File: src/rtl/dino_game_ctrl.sv
// Game-flow controller for the dino runner: start/collision FSM, tick timer, BCD score, speed ramp.
// Optional best-score register is built only when DINO_HISCORE_EN is defined.
module dino_game_ctrl #(
    parameter int TICK_DIV   = 2000000,
    parameter int PASS_LIMIT = 12,
    parameter int MAX_SPEED  = 8
) (
    input  logic        clk,
    input  logic        reset,
    input  logic        start_btn,
    input  logic        collision,
    input  logic        obstacle_wrap,
    output logic [1:0]  state,
    output logic        tick,
    output logic        load_positions,
    output logic [3:0]  obstacle_speed,
    output logic [19:0] score_bcd,
    output logic [1:0]  anim_phase,
    output logic [19:0] hiscore_bcd
);

    localparam int TW = $clog2(TICK_DIV);

    typedef enum logic [1:0] {
        S_IDLE = 2'b00,
        S_RUN  = 2'b01,
        S_OVER = 2'b10
    } state_e;

    state_e        state_q, state_d;
    logic          start_q;
    logic [TW-1:0] timer_q, timer_d;
    logic          tick_q, tick_d;
    logic          load_q;
    logic [4:0]    pass_q, pass_d;
    logic [3:0]    speed_q, speed_d;
    logic [19:0]   score_q, score_d;
    logic [1:0]    phase_q, phase_d;

    logic start_edge;
    logic in_run;
    logic enter_run;
    logic leave_run;
    logic bcd_carry;

    assign start_edge = start_btn & ~start_q;
    assign in_run     = (state_q == S_RUN);
    assign enter_run  = ~in_run & start_edge;
    assign leave_run  = in_run & collision;
    // A collision on the tick cycle suppresses the tick so nothing advances as the game ends.
    assign tick       = tick_q & in_run & ~collision;

    always_comb begin
        state_d = state_q;
        case (state_q)
            S_IDLE:  if (start_edge) state_d = S_RUN;
            S_RUN:   if (collision)  state_d = S_OVER;
            S_OVER:  if (start_edge) state_d = S_RUN;
            default: state_d = S_IDLE;
        endcase
    end

    always_comb begin
        timer_d   = '0;
        tick_d    = 1'b0;
        pass_d    = pass_q;
        speed_d   = speed_q;
        score_d   = score_q;
        phase_d   = phase_q;
        bcd_carry = 1'b1;
        if (in_run && !collision) begin
            if (timer_q == TW'(TICK_DIV - 1)) begin
                tick_d = 1'b1;
            end else begin
                timer_d = timer_q + 1'b1;
            end
        end
        if (enter_run) begin
            pass_d  = '0;
            speed_d = 4'd1;
            score_d = '0;
            phase_d = '0;
        end else if (tick) begin
            for (int i = 0; i < 5; i++) begin
                if (bcd_carry) begin
                    if (score_q[4*i +: 4] == 4'd9) begin
                        score_d[4*i +: 4] = 4'd0;
                    end else begin
                        score_d[4*i +: 4] = score_q[4*i +: 4] + 4'd1;
                        bcd_carry         = 1'b0;
                    end
                end
            end
            phase_d = phase_q + 2'd1;
            if (obstacle_wrap) begin
                if (pass_q == 5'(PASS_LIMIT - 1)) begin
                    pass_d = '0;
                    if (speed_q != 4'(MAX_SPEED)) speed_d = speed_q + 4'd1;
                end else begin
                    pass_d = pass_q + 5'd1;
                end
            end
        end
    end

    always_ff @(posedge clk or posedge reset) begin
        if (reset) begin
            state_q <= S_IDLE;
            start_q <= 1'b0;
            timer_q <= '0;
            tick_q  <= 1'b0;
            load_q  <= 1'b0;
            pass_q  <= '0;
            speed_q <= 4'd1;
            score_q <= '0;
            phase_q <= '0;
        end else begin
            state_q <= state_d;
            start_q <= start_btn;
            timer_q <= timer_d;
            tick_q  <= tick_d;
            load_q  <= enter_run;
            pass_q  <= pass_d;
            speed_q <= speed_d;
            score_q <= score_d;
            phase_q <= phase_d;
        end
    end

`ifdef DINO_HISCORE_EN
    logic [19:0] hiscore_q;

    // Valid BCD orders the same as binary, so a plain unsigned compare is enough.
    always_ff @(posedge clk or posedge reset) begin
        if (reset) begin
            hiscore_q <= '0;
        end else if (leave_run && (score_q > hiscore_q)) begin
            hiscore_q <= score_q;
        end
    end

    assign hiscore_bcd = hiscore_q;
`else
    assign hiscore_bcd = '0;
`endif

    assign state          = state_q;
    assign load_positions = load_q;
    assign obstacle_speed = speed_q;
    assign score_bcd      = score_q;
    assign anim_phase     = phase_q;

endmodule
File: config.mk
export PLATFORM = sky130hd
export DESIGN_NAME = dino_game_ctrl
export DESIGN_NICKNAME = d
export VERILOG_FILES = /design/src/rtl/dino_game_ctrl.sv
export SDC_FILE = /design/constraint.sdc
export NUM_CORES = 1
export LEC_CHECK = 0
export CAP_MARGIN = 20
export CORE_MARGIN = 2
export CORE_UTILIZATION = 35
export DETAILED_ROUTE_END_ITERATION = 12
export GPL_ROUTABILITY_DRIVEN = 0
export PLACE_DENSITY = 0.68
export SYNTH_ARGS = -nofsm -noshare
export SYNTH_HDL_FRONTEND = slang
export SYNTH_SLANG_ARGS = --single-unit
export TNS_END_PERCENT = 30
File: constraint.sdc
create_clock -name clk -period 2 [get_ports clk]
set_clock_uncertainty 0.15 [all_clocks]
set_input_delay 0.6 -clock clk [delete_from_list [all_inputs] [get_ports clk]]
set_output_delay 0.6 -clock clk [all_outputs]
set_load 0.1 [all_outputs]
# Yosys cells after proc, flatten, opt, wreduce, memory -nomap -nowiden
# Index checks and enable logic that the tools add are counted.
# totals
output_inout_bits,50
in_bits,5
ff_bits,57
word_cells,104
# op_classes
n_eq_ne,12
add_sub_neg,9
bitwise,7
n_reduce_logical,19
mux,44
# op_table
op,n
$mux 4,14
$mux 21,2
$mux 20,2
$add 4x1->4 const B,6
$add 21x1->21 const B,1
$eq 21x21->1 const B,1
$eq 4x4->1 const B,5
$mux 5,4
$mux 1,17
$reduce_bool 2->1,8
$reduce_and 2->1,6
$mux 2,4
$add 5x1->5 const B,1
$eq 5x4->1 const B,1
$and 1x1->1,4
$ne 4x4->1 const B,1
$pmux 2 s2,1
$reduce_and 4->1,1
$not 1->1,3
$add 2x1->2 const B,1
$eq 2x1->1 const B,1
$eq 2x2->1 const B,1
$logic_not 2->1,1
$ne 2x1->1 const B,1
other kinds (4),4

# Depth between registers and ports, before layout
# Gate-level depths: netlist of the first run.
# depth
ltp_word,17
ltp_mapped,8
mapped_depth_nobuf,6

# Least setup slack after synthesis of the first run
# No wires, ideal clock.
# synth_timing
path_kind,flip-flop to flip-flop
from,"register state_q[0], in the netlist state[0]"
to,"register score_q[10], in the netlist score_bcd[10]"
arrival_time_ns,2.898
path_buffers,1
setup_time_ns,0.132
path_slack_ns,-1.180
synth_period_minus_slack_ns,3.180
stages_incl_launch_ff,7
cell_sequence,dfrtp_1 -> nand4bb_4 -> inv_1 -> buf_1 -> nand4_1 -> mux2i_1 -> nor2_1
# synth_between
elab_chain_len,5
# synth_rtl
item,line_no,text
start: declaration,30,"state_e state_q, state_d;"
start signal: assignment,118,state_q <= state_d;
$eq 2x1->1,47,assign in_run = (state_q == S_RUN);
$and 1x1->1 (2 in series),51,assign tick = tick_q & in_run & ~collision;
net tick,14,"output logic tick,"
$reduce_bool 2->1 (no source line),n/a,
$reduce_and 2->1 (no source line),n/a,
end signal: assignment,125,score_q <= score_d;
end: declaration,37,"logic [19:0] score_q, score_d;"
# The timed path passes the listed nets, and every way through them passes these cells.
# A chain may end at the register's enable or synchronous reset.

# Worst setup path in the final report of the first run
# layout_timing
from,input collision
to,output tick
# layout_between
elab_chain_len,2
# layout_rtl
item,line_no,text
start: declaration,11,"input logic collision,"
$not 1->1,51,
$and 1x1->1,51,
end: declaration,14,
# No other way between the ends.

==> metrics.md, run 1 <==
| Metric | Value |
|---|---|
| Register area | `1480 um2` |
| CTS buffer count | `9` |
| Leak | `1.94 nW` |
| P_int | `0.00197 W` |
| Initial Util | `36.3%` |
| Hold crit path type | `register to register` |
| Failing checks | `setup timing` |
| Final HPWL DP | `4510 um` |
| Total congestion overflow | `0` |
| Number of remaining DRC errors | `0` |
| # diodes | `0` |
| Critical register-to-register path startpoint | `timer_q[13]$_DFF_PP0_` |
| Final setup margin | `-53.2 ps` |
| Layout cell share with drive strength beyond 1 | `35.0%` |
| DR vias | `2498` |
| Chip Height | `99.3 um` |
| Post-synth EDFFs | `0` |
| # hold bufs at CTS | `0` |
| Routed length per instance | `13.1 um` |
| WHS | `337 ps` |
| Yosys cell types | `44` |
| # fillers | `771` |
| Avg Synthesized Cell Area | `9.75 um2` |
| Maximum clock frequency | `487 MHz` |
| Layout Cells excl Fill | `508` |
| Sequential power share | `42.0%` |
| Comb power frac | `14.2%` |
| Sw power | `0.000848 W` |
| PD cells | `629 nW/um2` |
| GRT Total Usage | `14.5%` |
| Top post-synthesis cells by area | `dfrtp_1, ha_1, buf_4` |
| Critical Path Start | `collision` |
| Die ar. | `9860 um2` |
| Final Slew Violations | `0` |
| Switch share | `30.1%` |
| Minimum clock period | `2050 ps` |
| Syn. warnings | `0` |
| Setup-failing EPs final | `8` |
| Die Wd | `99.3 um` |
| VDD IR max | `427 uV` |
| Drt total wl | `6650 um` |
| Final period util | `103%` |
| CTS tree | `done` |
| Synth top area share | `44.1%` |
| Worst Path Arrival | `1300 ps` |
| Met1 global-route usage | `17.8%` |
| Top post-synthesis cells by count | `dfrtp_1, a21oi_1, nor2_1` |
| Sequential element share of the synthesized area | `44.9%` |
| Most Crowded Layer GR | `met2` |
| Detail Route Antenna Nets | `0` |
| Area added between synthesis and finish | `40.6%` |
| Post-synth top flop | `dfrtp_1` |
| Final nets | `414` |
| Area of the multi-input gates | `1610 um2` |
| CTS root buffer | `clkbuf_8` |
| Hold_sp | `timer_q[0]$_DFF_PP0_` |
| Vias in the first global route | `2501` |
| Met3 usage | `4.50%` |
| Skew-Pair Late Insertion Delay | `350 ps` |
| Core Region | `8760 um2` |
| I/O pin count | `55` |
| Initial DRC Count | `97` |
| FF+latch count, synth | `57` |
| Post-synth ARST share | `100%` |
| RSZ-0062 raised after global routing | `true` |
| Largest net degree at the start of global routing | `58` |
| H-tree depth | `3` |
| Status | `finished with violations` |
| First-pass GRT wire length | `11600 um` |
| Post-Place Cells | `488` |
| Via/cell ratio | `4.92` |
| Synthesized area | `3180 um2` |
| MaxCap Viol Count | `0` |
| Cell taking the most area after synthesis | `dfrtp_1` |
| CP required | `1250 ps` |
| Rows | `34` |
| GR Util met2 | `23.6%` |
| Critical path class | `primary input to output port` |
| Final Hold Fails | `0` |
| Most frequent cell after synthesis | `dfrtp_1` |
| Clock Pin Slew Worst Setup and Hold Paths | `70 ps` |
| Count of input and output buffers | `34` |
| Post-Syn Instances | `326` |
| Initial antenna violation count | `0` |
| Setup crit end kind | `output port` |
| # clock sinks | `57` |
| Clock tree buffer depth | `2` |
| Crit start category | `primary input` |
| DR pass1 iterations | `4` |
| Part of the power in the clock network | `43.8%` |
| CP Max Fanout | `3` |
[logic make-up (layout without fill, tap and decap cells)]
family	Yosys count	in the layout	share of synthesized area (%)
XOR/XNOR	18	18	4.96
adder cells (fa/ha/maj)	14	14	5.51
buffers and inverters	46	101	8.62
other	1	20	0.118
flip-flops	57	57	44.9
AO/OA/AOI/OAI	49	49	8.62
AND/OR/NAND/NOR	135	135	25.4
multiplexers	6	6	1.89
[final timing paths]
kind / endpoint / slack (ps) / cells after the start
max in group asynchronous: obstacle_speed[0]$_DFFE_PP1P_ / 870 / 3
min in group asynchronous: score_bcd[9]$_DFFE_PP0P_ / 520 / 3
worst min register to register: timer_q[0]$_DFF_PP0_ / 340 / 1
worst max register to register: timer_q[19]$_DFF_PP0_ / -10 / 5
worst min-delay path: timer_q[0]$_DFF_PP0_ / 340 / 1
worst max-delay path: tick / -50 / 4
[final cells by class]
class	instances	share of cell area, %
inverter	14	1.37
clock inverter	7	2.29
tap	108	3.02
sequential	57	33.1
multi-input combinational	242	36.0
clock buffer	9	2.77
timing repair buffer	71	21.4
[power by group through the flow]
stage / Clock (W) / Sequential, W / Combinational [W]
after global routing: 0.00132 / 0.00118 / 0.000419
after floorplan: 0 / 0.00127 / 0.000270
final: 0.00123 / 0.00118 / 0.000400
after global placement: 0 / 0.00121 / 0.000388
after detailed placement: 0 / 0.00121 / 0.000389
after CTS: 0.00126 / 0.00118 / 0.000404
[layer usage]
metal | part of all wire, % | vias up
met5 | 0 | -
met4 | 1.7 | 0
met3 | 3.7 | 12
met2 | 51 | 39
met1 | 44 | 1209
li1 | - | 1238
[metrics by stage]
step                utilization (%)  setup slack [ps]  TNS [ps]  total power, W  cell area, um2
global placement               47.9              -434     -8410         0.00160            4200
detailed placement             47.9              -506     -9290         0.00160            4200
global route                   51.0             -90.2     -1040         0.00292            4470
finish                         51.0             -53.2     -87.7         0.00281            4470
floorplan                         -             -93.0      -377         0.00154            3400
CTS                            50.9             -80.5      -295         0.00285            4460
[layout by cell type, fill, tap and decap left out, drive strengths merged, types with 2 or more instances in the layout]
cell	n
nand4	10
clkbuf	9
and4	4
and3	2
bufinv	2
xnor2	3
nand3b	2
nor3	3
nor2	34
nand4bb	3
clkinv	4
buf	67
and2	2
nand3	17
xor2	15
o21ai	16
nor2b	4
a21oi	26
ha	14
dfrtp	56
inv	13
conb	20
mux2i	6
or3	15
and3b	5
o31ai	3
or4	9
clkinvlp	2
clkdlybuf4s50	3
nand2	22
[sequential cells by signal (all words and copies together) (netlist names)]
name            count
anim_phase          2
load_positions      1
obstacle_speed      4
pass_q              5
score_bcd          20
start_q             1
state               2
tick_q              1
timer_q            21
[critical path, stage by stage]
cell and delay (ps):
clkdlybuf4s15_2 200, nand4bb_4 250, clkinv_4 90, buf_12 170
[repair_timing]
item,in CTS,in global routing
buffers inserted,4,0
pin swaps,5,0
resized for setup,7,4
setup endpoints to repair,30,26
Note: power is estimated with default switching activity, not from simulation.
==> run 2, diff against run 1 <==
PLACE_DENSITY = 0.66   (was 0.68)
clock period = 2.7 ns   (was 2 ns; I/O delays follow)
==> run 2 against run 1 <==
- the run now ends clean
- cell count fell by 4.9%
- core utilization decreased by 8.3 points
- via count down 3.6%
- design area down 16%
- worst hold slack got worse by 3.0 ps
- highest routed layer unchanged
- clock-buffer cell count grew 2
- combinational power shrank 35%
- die area is the same
- critical path depth unchanged
- clock power decreased by 36%
- register-to-register slack gained 440 ps
- first-iteration DRC count fell by 22%
==> metrics.md, run 2 (synthesized netlist as in run 1, its figures left out) <==
| Metric | Value |
|---|---|
| Area added between synthesis and finish | `17.8%` |
| GRT Total Usage | `13.4%` |
| # fillers | `865` |
| First-pass GRT wire length | `10600 um` |
| R2R Setup Slk | `430 ps` |
| CTS buffer count | `9` |
| Initial antenna violation count | `0` |
| Rows | `34` |
| Setup-failing EPs final | `0` |
| Reg2reg path depth | `5` |
| Final core occ | `42.7%` |
| # hold bufs at CTS | `0` |
| Detail Route Antenna Nets | `0` |
| Layout cell share with drive strength beyond 1 | `21.1%` |
| Vias in the first global route | `2308` |
| Hold crit path type | `register to register` |
| PD cells | `513 nW/um2` |
| Largest net degree at the start of global routing | `58` |
| Die ar. | `9860 um2` |
| Hold path depth | `1` |
| # diodes | `0` |
| CP required | `1740 ps` |
| Crit start category | `primary input` |
| Number of remaining DRC errors | `0` |
| Setup crit end kind | `output port` |
| Total congestion overflow | `0` |
| Final Hold Fails | `0` |
| Critical Path Start | `collision` |
| # clock sinks | `57` |
| Most Crowded Layer GR | `met2` |
| RSZ-0062 raised after global routing | `false` |
| CTS tree | `done` |
| Final setup margin | `137 ps` |
| Die Wd | `99.3 um` |
| Final period util | `94.9%` |
| DR vias | `2407` |
| Skew-Pair Late Insertion Delay | `340 ps` |
| VDD IR max | `288 uV` |
| CP Max Fanout | `3` |
| Biggest register | `timer_q` |
| Clock tree buffer depth | `2` |
| Routed length per instance | `12.7 um` |
| I/O pin count | `55` |
| Critical register-to-register path startpoint | `timer_q[13]$_DFF_PP0_` |
| Number of flip-flops in the largest register | `21` |
| Final Slew Violations | `0` |
| Met1 global-route usage | `16.6%` |
| Most frequent cells in the layout | `dfrtp_1, buf_4, a21oi_1` |
| Maximum clock frequency | `390 MHz` |
| Drt total wl | `6130 um` |
| Count of input and output buffers | `34` |
| Initial Util | `36.3%` |
| GR Util met2 | `21.9%` |
| Initial DRC Count | `76` |
| Chip Height | `99.3 um` |
| Core Region | `8760 um2` |
| Minimum clock period | `2560 ps` |
| Leak | `1.72 nW` |
| Critical path class | `primary input to output port` |
| DR pass1 iterations | `4` |
| R2r endpoint | `timer_q[18]$_DFF_PP0_` |
| Worst min-delay path endpoint | `timer_q[0]$_DFF_PP0_` |
| Commonest non-fill, non-tap cell in the layout | `dfrtp_1` |
| Status | `finished clean` |
| H-tree depth | `3` |
| Met3 usage | `5.06%` |
| Hold_sp | `timer_q[0]$_DFF_PP0_` |
| CTS root buffer | `clkbuf_8` |
| Final nets | `389` |
| MaxCap Viol Count | `0` |
| Final HPWL DP | `4260 um` |
| Place WS | `-192 ps` |
| Worst Path Arrival | `1600 ps` |
| Via/cell ratio | `4.98` |
| Clock Pin Slew Worst Setup and Hold Paths | `60 ps` |
| WHS | `334 ps` |
[run 2: changes by cell type in the layout (fill, tap and decap cells not counted), moves of 3 or more]
| cell | previous run | this run |
|---|---|---|
| and3b_1 | 2 | 5 |
| and3b_2 | 3 | 0 |
| buf_12 | 33 | 2 |
| buf_4 | 34 | 40 |
| clkinv_4 | 4 | 0 |
| dfrtp_1 | 34 | 55 |
| dfrtp_2 | 14 | 1 |
| dfrtp_4 | 8 | 0 |
| inv_1 | 9 | 12 |
[run 2: cell type report]
cell class / instances / area [um2] / share of cell area [%]
repair buffers: 46 / 379 / 10.1
well taps: 108 / 135 / 3.61
flip-flops and latches: 57 / 1430 / 38.1
clock inverters: 5 / 55.1 / 1.47
multi-input cells: 242 / 1550 / 41.4
clock buffers: 11 / 141 / 3.77
inverters: 14 / 55.1 / 1.47
[run 2: through the flow]
step	instances	power, W	area, um2	TNS [ps]
floorplan	345	0.00114	3260	0
global placement	466	0.00115	3540	-1040
detailed placement	466	0.00115	3540	-1730
CTS	483	0.00196	3750	0
global route	483	0.00201	3750	0
finish	483	0.00192	3750	0
[run 2: timing repair]
item | CTS | global route
resized for setup | 3 | 0
setup buffers | 1 | 0
setup endpoints to repair | 1 | 0
[run 2: worst max-delay path: stages]
cell and delay [ps]:
dlygate4sd2_1 260, nand4bb_4 260, inv_4 100, buf_12 170
[run 2: worst max-delay path by stage]
stage                     slack (ps)  cells past startpoint                   endpoint
after global placement          -150                      4                       tick
after floorplan                   40                      3                       tick
after detailed placement        -190                      7  score_bcd[14]$_DFFE_PP0P_
after CTS                        130                      4                       tick
after global routing              90                      4                       tick
final                            140                      4                       tick
[run 2: per-layer routing]
metal | vias up | routed length, um
li1 | 1184 | -
met1 | 1167 | 2700
met2 | 48 | 3040
met3 | 8 | 317
met4 | 0 | 65
met5 | - | 0
[run 2: power by group]
group          internal [W]  leakage, nW  total, W  switching, W
Clock              0.000448       0.0953  0.000789      0.000341
Combinational     0.0000349        0.836  0.000259      0.000224
Sequential         0.000864        0.786  0.000874     0.0000106
==> run 3, diff against run 2 <==
ABC_AREA = 0   (was unset)
SETUP_SLACK_MARGIN = 0.4   (was unset)
clock period = 3.1 ns   (was 2.7 ns; I/O delays follow)
==> run 3 against run 2 <==
- worst hold slack hardly changed
- first-iteration DRC count increased by 5.3%
- global-route usage fell by 0.60 points
- critical path depth unchanged
- sequential power down 13%
- combinational power shrank 14%
- setup slack better by 320 ps
- clock-buffer cell count up 1
- clock power decreased by 5.3%
- sequential share of layout area up 0.15 points
- power shrank 9.9%
- largest cell class unchanged
- largest power group unchanged
==> metrics.md, run 3 (synthesized netlist as in run 1, its figures left out) <==
| Metric | Value |
|---|---|
| Final HPWL DP | `4070 um` |
| Vias in the first global route | `2278` |
| Setup-failing EPs final | `0` |
| Overall power | `0.00173 W` |
| R2R Setup Slk | `760 ps` |
| Routed length per instance | `12.4 um` |
| Critical path class | `primary input to output port` |
| Final period util | `85.1%` |
| H-tree depth | `3` |
| Crit start category | `primary input` |
| Final nets | `386` |
| CP Max Fanout | `3` |
| Largest net degree at the start of global routing | `58` |
| R2r endpoint | `timer_q[2]$_DFF_PP0_` |
| Initial Util | `36.3%` |
| Biggest register | `timer_q` |
| Worst-margin pin slew | `623 ps` |
| GRT Total Usage | `12.8%` |
| Comb power frac | `12.8%` |
| CTS buffer count | `9` |
| Clock Pin Slew Worst Setup and Hold Paths | `60 ps` |
| CP required | `2020 ps` |
| Worst min-delay path endpoint | `timer_q[0]$_DFF_PP0_` |
| Reg2reg path depth | `4` |
| Hold path depth | `1` |
| Count of input and output buffers | `34` |
| Die ar. | `9860 um2` |
| Final Slew Violations | `0` |
| Part of the power in the clock network | `43.1%` |
| PD cells | `464 nW/um2` |
| Post-DP Area | `3520 um2` |
| Core Region | `8760 um2` |
| CTS tree | `done` |
| Hold crit path type | `register to register` |
| Most frequent cells in the layout | `dfrtp_1, buf_4, a21oi_1` |
| Total congestion overflow | `0` |
| Switch share | `27.8%` |
| Sw power | `0.000482 W` |
| I/O pin count | `55` |
| Die Wd | `99.3 um` |
| Initial antenna violation count | `0` |
| Maximum clock frequency | `379 MHz` |
| CP peak stage delay | `240 ps` |
| TNS Setup | `0 ps` |
| MaxCap Viol Count | `0` |
| Skew-Pair Late Insertion Delay | `330 ps` |
| Final Hold Fails | `0` |
| # diodes | `0` |
| Layout cell share with drive strength beyond 1 | `20.5%` |
| Worst Path Arrival | `1560 ps` |
| Number of flip-flops in the largest register | `21` |
| RSZ-0062 raised after global routing | `false` |
| Critical register-to-register path startpoint | `timer_q[13]$_DFF_PP0_` |
| First-pass GRT wire length | `10300 um` |
| Number of remaining DRC errors | `0` |
| Rows | `34` |
| Hold_sp | `timer_q[0]$_DFF_PP0_` |
| # clock sinks | `57` |
| Drt total wl | `5950 um` |
| Minimum clock period | `2640 ps` |
| Clock tree buffer depth | `2` |
| Final setup margin | `461 ps` |
| Commonest non-fill, non-tap cell in the layout | `dfrtp_1` |
| Chip Height | `99.3 um` |
| DR vias | `2413` |
| Final Cell Area | `3730 um2` |
| Max-slew headroom | `58.3%` |
| Place WS | `14.1 ps` |
| Sequential power share | `44.0%` |
| Detail Route Antenna Nets | `0` |
| Status | `finished clean` |
| Via/cell ratio | `5.04` |
| # hold bufs at CTS | `0` |
| Initial DRC Count | `80` |
| Slowest CP cell | `nand4bb_4` |
| Leak | `1.71 nW` |
| CP Cell Sequence | `buf_2 -> nand4bb_4 -> inv_4 -> buf_12` |
| Setup crit end kind | `output port` |
| P_int | `0.00125 W` |
| CTS root buffer | `clkbuf_8` |
| VDD IR max | `195 uV` |
| Area added between synthesis and finish | `17.5%` |
| DR pass1 iterations | `5` |
run 3: worst max path at each step:
stage | from | end | slack [ps] | depth (start not counted)
2_1_floorplan | collision | tick | 430 | 3
3_3_place_gp | collision | tick | 30 | 4
3_5_place_dp | collision | tick | 10 | 4
4_1_cts | collision | tick | 450 | 4
5_1_grt | collision | tick | 440 | 4
6_report | collision | tick | 460 | 4
run 3: layout make-up:
type / count / area (um2)
Fill cell: 873 / 5030
Multi-Input combinational cell: 242 / 1550
Sequential cell: 57 / 1430
Timing Repair Buffer: 43 / 353
Clock buffer: 12 / 145
Tap cell: 108 / 135
Clock inverter: 3 / 65.1
Inverter: 14 / 55.1
run 3: metrics by stage:
stage	hold WS, ps	cells	utilization (%)
2_1_floorplan	302	345	-
3_3_place_gp	326	463	40.2
3_5_place_dp	330	463	40.2
4_1_cts	338	479	42.6
5_1_grt	372	479	42.6
6_report	334	479	42.6
run 3: timing repair:
| action | CTS | global route |
|---|---|---|
| setup endpoints to repair | 3 | 0 |
| setup buffers | 1 | 0 |
| resized for setup | 6 | 0 |
run 3: critical path, delay by kind of cell:
| family | cells | cell delay, ps |
|---|---|---|
| buf+inv | 3 | 390 |
| simple gates | 1 | 240 |
run 3: power groups by stage:
stage	sequential, W	clock (W)	combinational, W
floorplan	0.000817	0	0.000174
global placement	0.000776	0	0.000224
detailed placement	0.000777	0	0.000224
CTS	0.000763	0.000774	0.000224
global route	0.000764	0.000802	0.000233
finish	0.000763	0.000747	0.000222
run 3: per-layer routing:
layer  part of all wire (%)  GRT usage, %  wire (um)  vias up
li1                       -             -          -     1177
met1                     47          15.8       2790     1186
met2                     48          21.2       2840       45
met3                    4.7          4.36        277        5
met4                   0.64          3.90         38        0
met5                      0             0          0        -
